--- config.mk ---
export PLATFORM = sky130hd
export DESIGN_NAME = sha256_padder
export DESIGN_NICKNAME = d
export VERILOG_FILES = /design/src/rtl/sha256_padder.sv
export SDC_FILE = /design/constraint.sdc
export NUM_CORES = 2
export LEC_CHECK = 0
export ABC_AREA = 1
export BUFFER_PORTS_ARGS = -buffer_cell sky130_fd_sc_hd__buf_2
export CORE_AREA = 5 5 505 507
export DETAILED_ROUTE_END_ITERATION = 10
export DIE_AREA = 0 0 510 512
export HOLD_SLACK_MARGIN = 0.08
export PLACE_DENSITY = 0.38
export SLEW_MARGIN = 20
export SYNTH_ARGS = -nofsm -noshare
export SYNTH_HDL_FRONTEND = slang
export SYNTH_SLANG_ARGS = --single-unit
--- constraint.sdc ---
create_clock -name clk -period 4.55 [get_ports clk]
set_input_delay 0.91 -clock clk [delete_from_list [all_inputs] [get_ports clk]]
set_output_delay 0.91 -clock clk [all_outputs]
set_load 0.02 [all_outputs]
--- src/rtl/sha256_padder.sv ---
// rtl/sha256_padder.sv - SHA-256 message padder and block sequencer
// Packs a byte stream into 512-bit blocks, applies padding and chains the core.
module sha256_padder #(
  parameter int LEN_W = 64
) (
  input  logic         clk,
  input  logic         rst,
  input  logic [7:0]   in_data,
  input  logic         in_valid,
  input  logic         in_last,
  input  logic         in_empty,
  output logic         in_ready,
  output logic [511:0] core_block,
  output logic         core_start,
  output logic         core_use_init,
  output logic [255:0] core_hash_init,
  input  logic [255:0] core_hash,
  input  logic         core_ready,
  output logic [255:0] digest,
  output logic         digest_valid,
  output logic         busy
);

  typedef enum logic [2:0] {S_IDLE, S_FILL, S_PAD, S_SEND, S_WAIT, S_DONE} state_t;

  state_t             state_q, state_d;
  logic [511:0]       buf_q, buf_d;
  logic [6:0]         idx_q, idx_d;
  logic [LEN_W-1:0]   len_q, len_d;
  logic [LEN_W-1:0]   blk_cnt_q, blk_cnt_d;
  logic               marker_q, marker_d;
  logic               msg_end_q, msg_end_d;
  logic               last_blk_q, last_blk_d;
  logic [255:0]       chain_q, chain_d;
  logic [255:0]       digest_q, digest_d;
  logic               digest_valid_q, digest_valid_d;

  logic [511:0]       fill_blk;
  logic [511:0]       pad_blk;
  logic [6:0]         pad_pos;
  logic               pad_mark;
  logic               pad_fits;

  always_comb begin
    fill_blk = buf_q;
    for (int l = 0; l < 64; l++) begin
      if (idx_q == 7'(l)) fill_blk[511-8*l -: 8] = in_data;
    end
  end

  // pad_pos is the first lane after data and marker; the length only fits if it is <= 56
  always_comb begin
    pad_mark = 1'b0;
    pad_pos  = idx_q;
    if (!marker_q && (idx_q < 7'd64)) begin
      pad_mark = 1'b1;
      pad_pos  = idx_q + 7'd1;
    end
    pad_fits = (pad_pos <= 7'd56);
    pad_blk  = buf_q;
    for (int l = 0; l < 64; l++) begin
      if (pad_mark && (idx_q == 7'(l))) begin
        pad_blk[511-8*l -: 8] = 8'h80;
      end else if (7'(l) >= pad_pos) begin
        pad_blk[511-8*l -: 8] = 8'h00;
      end
    end
    if (pad_fits) pad_blk[63:0] = 64'(len_q);
  end

  always_comb begin
    state_d        = state_q;
    buf_d          = buf_q;
    idx_d          = idx_q;
    len_d          = len_q;
    blk_cnt_d      = blk_cnt_q;
    marker_d       = marker_q;
    msg_end_d      = msg_end_q;
    last_blk_d     = last_blk_q;
    chain_d        = chain_q;
    digest_d       = digest_q;
    digest_valid_d = 1'b0;
    in_ready       = 1'b0;
    core_start     = 1'b0;

    case (state_q)
      S_IDLE, S_FILL: begin
        in_ready = 1'b1;
        if (in_valid) begin
          buf_d = fill_blk;
          idx_d = idx_q + 7'd1;
          len_d = len_q + LEN_W'(8);
          if (in_last) begin
            msg_end_d = 1'b1;
            state_d   = S_PAD;
          end else if (idx_q == 7'd63) begin
            last_blk_d = 1'b0;
            state_d    = S_SEND;
          end else begin
            state_d = S_FILL;
          end
        end else if ((state_q == S_IDLE) && in_empty) begin
          idx_d     = 7'd0;
          len_d     = '0;
          msg_end_d = 1'b1;
          state_d   = S_PAD;
        end
      end
      S_PAD: begin
        buf_d      = pad_blk;
        idx_d      = pad_pos;
        last_blk_d = pad_fits;
        if (pad_mark) marker_d = 1'b1;
        state_d = S_SEND;
      end
      S_SEND: begin
        core_start = 1'b1;
        state_d    = S_WAIT;
      end
      S_WAIT: begin
        if (core_ready) begin
          chain_d   = core_hash;
          blk_cnt_d = blk_cnt_q + LEN_W'(1);
          buf_d     = '0;
          idx_d     = 7'd0;
          if (last_blk_q)     state_d = S_DONE;
          else if (msg_end_q) state_d = S_PAD;
          else                state_d = S_FILL;
        end
      end
      S_DONE: begin
        digest_d       = chain_q;
        digest_valid_d = 1'b1;
        len_d          = '0;
        blk_cnt_d      = '0;
        marker_d       = 1'b0;
        msg_end_d      = 1'b0;
        last_blk_d     = 1'b0;
        state_d        = S_IDLE;
      end
      default: state_d = S_IDLE;
    endcase
  end

  always_ff @(posedge clk) begin
    if (rst) begin
      state_q        <= S_IDLE;
      buf_q          <= '0;
      idx_q          <= '0;
      len_q          <= '0;
      blk_cnt_q      <= '0;
      marker_q       <= 1'b0;
      msg_end_q      <= 1'b0;
      last_blk_q     <= 1'b0;
      chain_q        <= '0;
      digest_q       <= '0;
      digest_valid_q <= 1'b0;
    end else begin
      state_q        <= state_d;
      buf_q          <= buf_d;
      idx_q          <= idx_d;
      len_q          <= len_d;
      blk_cnt_q      <= blk_cnt_d;
      marker_q       <= marker_d;
      msg_end_q      <= msg_end_d;
      last_blk_q     <= last_blk_d;
      chain_q        <= chain_d;
      digest_q       <= digest_d;
      digest_valid_q <= digest_valid_d;
    end
  end

  assign core_block     = buf_q;
  assign core_use_init  = (blk_cnt_q != '0);
  assign core_hash_init = chain_q;
  assign digest         = digest_q;
  assign digest_valid   = digest_valid_q;
  assign busy           = (state_q != S_IDLE);

endmodule
[Word-level counts from Yosys, hierarchy flattened]
Index checks and enable logic that the tools add are counted.
Word-level totals
  flip-flop bits (word level): 1166
  bits of input ports: 270
  output and inout bits: 1029
  word-level logic and storage cells: 722
Operators by class
  add/subtract/negate cells: 3
  order comparisons: 66
  equal/unequal tests: 202
  mux-type cells: 228
  reductions and logical operators: 149
Operators by type and width (number)
  2-to-1 mux 8 bit: 192
  one-hot mux 512 bit (3 select lines): 1
  2-to-1 mux 512 bit: 2
  AND reduction 5 bit: 64
  2-to-1 mux 64 bit: 4
  one-hot mux 64 bit (2 select lines): 2
  == test 7 x 6 -> 1 bit, second input constant: 32
  >= comparator 6 x 7 -> 1 bit, first input constant: 32
  inequality test 3 bit, second input constant: 58
  inequality test 2 bit, second input constant: 68
  == test 7 x 5 -> 1 bit, second input constant: 16
  >= comparator 5 x 7 -> 1 bit, first input constant: 16
  logical AND 1 bit: 66
  adder 64 x 1 -> 64 bit, second input constant: 1
  adder 64 x 4 -> 64 bit, second input constant: 1
  nonzero test 64 bit: 1
  == test 7 x 4 -> 1 bit, second input constant: 8
  >= comparator 4 x 7 -> 1 bit, first input constant: 8
  inequality test 4 bit, second input constant: 8
  == test 7 x 3 -> 1 bit, second input constant: 4
  >= comparator 3 x 7 -> 1 bit, first input constant: 4
  2-to-1 mux 7 bit: 4
  one-hot mux 7 bit (3 select lines): 1
  == test 7 x 2 -> 1 bit, second input constant: 2
  24 further kinds: 53

[Depth between registers and ports, before layout]
  word-level depth: 8
  depth in mapped cells: 17

[Worst setup path after synthesis]
OpenSTA, ideal clock, no wires.
  path kind: register to register
  from: register idx_q[0]
  to: register buf_q[19], in the netlist core_block[19]
  library setup time: 0.113 ns
  arrival: 2.216 ns
  required time: 4.437 ns
  slack: 2.221 ns
  stages on the path, launching flop included: 16
  path buffers: 1
  cells stage by stage: dfxtp_1 inv_1 ha_1 nand2_1 nand2_1 nor2_1 nand2_1 nor2_1 nand3_2 nand2_4 nor2_4 nand2_1 nand2_1 buf_4 nor2_1 nor2_1
Between the ends
  word-level cells in the longest chain between the ends: 7
  elaborated cells between the ends (all ways): 15
  those cells by class: add/sub: 1; order compare: 3; eq/ne: 3; mux: 5; reduce/logical: 3
Ends and longest elaborated chain
  start, declared: RTL line 28  | logic [6:0] idx_q, idx_d;
  start signal, assigned: RTL line 161  | idx_q <= idx_d;
  branches (longest 7 deep; another with less-than comparator 7 bit)
  end signal, assigned: RTL line 160  | buf_q <= buf_d;
  end, declared: RTL line 27  | logic [511:0] buf_q, buf_d;
Several ways; the timed one is not identified.
A chain may end at the register's enable or synchronous reset.

[Final worst setup path]
  from: register idx_q[6]
  to: register buf_q[245], in the netlist core_block[245]
Between the ends
  word-level cells in the longest chain between the ends: 6
  elaborated cells between the ends (all ways): 13
  those cells by class: add/sub: 1; order compare: 2; eq/ne: 3; mux: 4; reduce/logical: 3
Ends and longest elaborated chain
  less-than comparator 7 bit: RTL line 55  | if (!marker_q && (idx_q < 7'd64)) begin
  logical AND 1 bit: RTL line 55
  2-to-1 mux 7 bit or 2-to-1 mux 1 bit (tied branches): RTL line 55
  >= comparator 6 x 7 -> 1 bit or logical AND 1 bit (tied branches): RTL line 64, 62
  inequality test 3 bit (no source line) or 2-to-1 mux 8 bit (tied branches)
  AND reduction 5 bit (no source line) or one-hot mux 512 bit (3 select lines) (tied branches)
Several ways; a longest one is shown, not always the timed one.

==> metrics.cfg <==
[cells_and_area]
post_route_cells_drive_above_1_share_pct = 22.29
flow.area_growth_from_synthesis_pct = 33.25
regArea_um2 = 23280
area_of_the_multi_input_gates_um2 = 19060
numnets_final = 7884
filler_cell_count = 28320

[logic_synthesis]
synth_fa_ha_area_share_pct = 0.2162
synth_cells = 6411
synth.cell_area_um2 = 46300
synth_top_family_by_area = simple AND/OR/NAND/NOR gates
seq_area_frac_synth_pct = 50.29
xor_xnor_fraction_of_synth_area_pct = 0.1135
syn_area_per_cell_um2 = 7.222
synth_simple_gate_area_share_pct = 23.26
yosysWarnings = 0
proportion_of_synthesized_area_in_mux_cells_pct = 0
postSynthNetCount = 6689
edff_count_synth = 0
dominantRegCellSynth = sky130_fd_sc_hd__dfxtp_1
synth-compound-area-share_pct = 17.48
synth-seq-cells = 1163
async_flop_share_pct = 0
netlist-cell-type-count = 54

[critical_path]
crit_path_top_delay_cell = sky130_fd_sc_hd__nor2_1
critPathLaunchType = flip-flop
path_common_cell = sky130_fd_sc_hd__nand2_1
worst-path-max-fanout = 15
criticalPathCategory = flip-flop to flip-flop
type_of_destination_of_the_critical_path = flip-flop
cp_data_arrival_time_ns = 4.38
worst_r2r_path_depth = 11
worst_path_largest_cell_delay_ns = 0.63
worstPathRequired_ns = 5.18
path_cells = inv_2, nand2_2, nand2_1, nand2_1, inv_1, nor2_1, nand2_1, nand3_1, nand2_1, nand2_1, a21oi_1

[place]
port_buffers = 1298
routabilityCongestion = 0.9436
place.detailed.hpwl_mm = 214.7
preCtsSetupSlack_ns = 0.8348

[hold_path]
worstHoldPathType = input port to flip-flop
timing.hold.worst_path_depth = 3

[power_and_ir_drop]
powerDensity_nw_per_um2 = 477.7
max-vdd-ir-drop_v = 0.0003223
power_leakage_nw = 26.32

[timing]
finalWorstPathRequiredPeriod_ns = 3.754
post-route-worst-setup-slack_ns = 0.7961
worstMarginPinSlew_ns = 1.107
setup_tns_ns = 0
final_period_utilization_pct = 82.50
final_max_slew_viol_count = 0
finClkSkew_ns = 0.08458
worst_slew_margin_rel_pct = 25.95
finalSetupViolations = 0
unrepaired_setup_endpoints_after_global_routing = no
hold_violations = 0
fmaxAchievable_mhz = 266.4

[cts]
clk_latency_ns = 0.84
max-clock-path-buffers = 3
cts_resized = 0
cts_setup_buffers = 0
h-tree-depth = 4
cts_root_buf = sky130_fd_sc_hd__clkbuf_16
clkSlewWorstSetupHoldPaths_ns = 0.06
cts-hold-fix-buffers = 0
clock_tree_from_tritoncts = built
cts_num_sinks = 1163
cts_made_buffers = 150

[die]
die_area_um2 = 261100
dieWidth_um = 510
start_util_pct = 18.52
placeableCoreArea_um2 = 250000
die_h_um = 512
row_count = 184
design.portCount = 1299

[detailed_routing]
via_per_inst = 4.374
via_count = 48530
route.detailed.wl_per_inst_um = 24.84
dr.pass1.iters = 6
remaining_drc_errors = 0
drtAntennaViolNets = 0
finalWirelength_mm = 275.6
initialDrtViolationCount = 3589

[global_route]
grt_antenna_before_repair = 90
grt_pass1_wl_mm = 376.1
congestion_overflow_gr = 0
maximum_number_of_pins_on_one_net_before_global_route_repair = 166
grt_use_total_pct = 20.09
grt_pass1_vias = 46440

[run_status]
run_status = complete, no violations

[run]
timing.max_cap.violations = 0

==> path summary, 6_finish.rpt <==
kind	startpoint	to	slack [ns]
max	idx_q[6]$_SDFFE_PP0P_	core_block[245]$_SDFFE_PP0P_	0.80
min reg2reg	core_block[260]$_SDFFE_PP0P_	core_block[260]$_SDFFE_PP0P_	0.44
min	core_hash[210]	core_hash_init[210]$_SDFFE_PP0P_	0.35
max reg2reg	idx_q[6]$_SDFFE_PP0P_	core_block[245]$_SDFFE_PP0P_	0.80
==> worst max-delay path: cells and delay by family (launching register included) <==
kind                   cells  cell delay, ns
buffers and inverters      2            0.33
DFF                        1            0.51
AOI/OAI and AO/OA          1            0.07
and+or+nand+nor            8            2.62
==> power by group <==
group / leakage, nW / internal, mW / switching, mW
sequential: 9.42 / 10.9 / 0.463
combinational: 14.5 / 1.47 / 4.48
clock: 2.43 / 6.97 / 5.22
==> cells in the final DEF, fill, tap and decap left out, types with 35 or more instances in the layout <==
master,n
sky130_fd_sc_hd__buf_2,1297
sky130_fd_sc_hd__o21ai_1,57
sky130_fd_sc_hd__inv_2,40
sky130_fd_sc_hd__clkbuf_8,35
sky130_fd_sc_hd__nand3_1,255
sky130_fd_sc_hd__nor2_1,874
sky130_fd_sc_hd__o21ai_0,850
sky130_fd_sc_hd__a21oi_1,625
sky130_fd_sc_hd__clkbuf_1,37
sky130_fd_sc_hd__nand4_1,99
sky130_fd_sc_hd__buf_4,74
sky130_fd_sc_hd__inv_1,647
sky130_fd_sc_hd__nand2_1,1192
sky130_fd_sc_hd__nor3_1,87
sky130_fd_sc_hd__dfxtp_1,1163
sky130_fd_sc_hd__clkbuf_16,150
==> Yosys cell counts, drive strengths merged, types with 9 or more instances <==
cell type  count  share of area, %
nor4          34              0.46
nand3b        10              0.16
o21ai        910               9.9
a21oi        628               6.8
a211oi        12              0.19
inv          689               5.6
nor2         895               7.4
clkbuf       296               2.4
dfxtp       1163                50
nand3        259               2.8
or2            9              0.12
a221oi         9              0.17
nor3          89               1.0
buf           52              0.62
nand4        100               1.4
nand2       1203               9.8
==> flip-flops by register name (all words and copies together), names as in the netlist <==
register,flops
msg_end_q,1
state_q,3
last_blk_q,1
digest_valid,1
core_block,512
core_hash_init,256
marker_q,1
blk_cnt_q,64
idx_q,7
digest,256
len_q,61
==> layout make-up <==
type,count,area share (%)
Inverter,693,4.241
Multi-Input combinational cell,4207,30.89
Clock buffer,221,7.068
Timing Repair Buffer,1391,12.06
Antenna cell,24,0.09735
Tap cell,3348,6.790
Sequential cell,1163,37.74
Clock inverter,47,1.113
==> metrics by stage <==
stage / hold slack, ns / cell area, um^2 / instances / util, % / power (mW)
after floorplan: 0.4514 / 46300 / 6411 / - / 14.75
after global placement: 0.4337 / 56590 / 10800 / 22.63 / 17.54
after detailed placement: 0.4365 / 56590 / 10800 / 22.63 / 17.57
after CTS: 0.2565 / 61630 / 11070 / 24.65 / 29.95
after global routing: 0.2967 / 61640 / 11070 / 24.66 / 30.83
final: 0.3488 / 61690 / 11090 / 24.68 / 29.47
==> cells by family after synthesis <==
group,after synthesis
compound gates,1586
xor+xnor,6
fa+ha+maj,8
buf+inv,1041
flops,1163
simple gates,2607
==> metal layers <==
metal	wire [um]	GRT usage (%)
met4	6250	4.301
met3	22460	6.317
met2	136200	35.66
met1	110100	23.58
met5	617	0
Note: power is estimated with default switching activity, not from simulation.
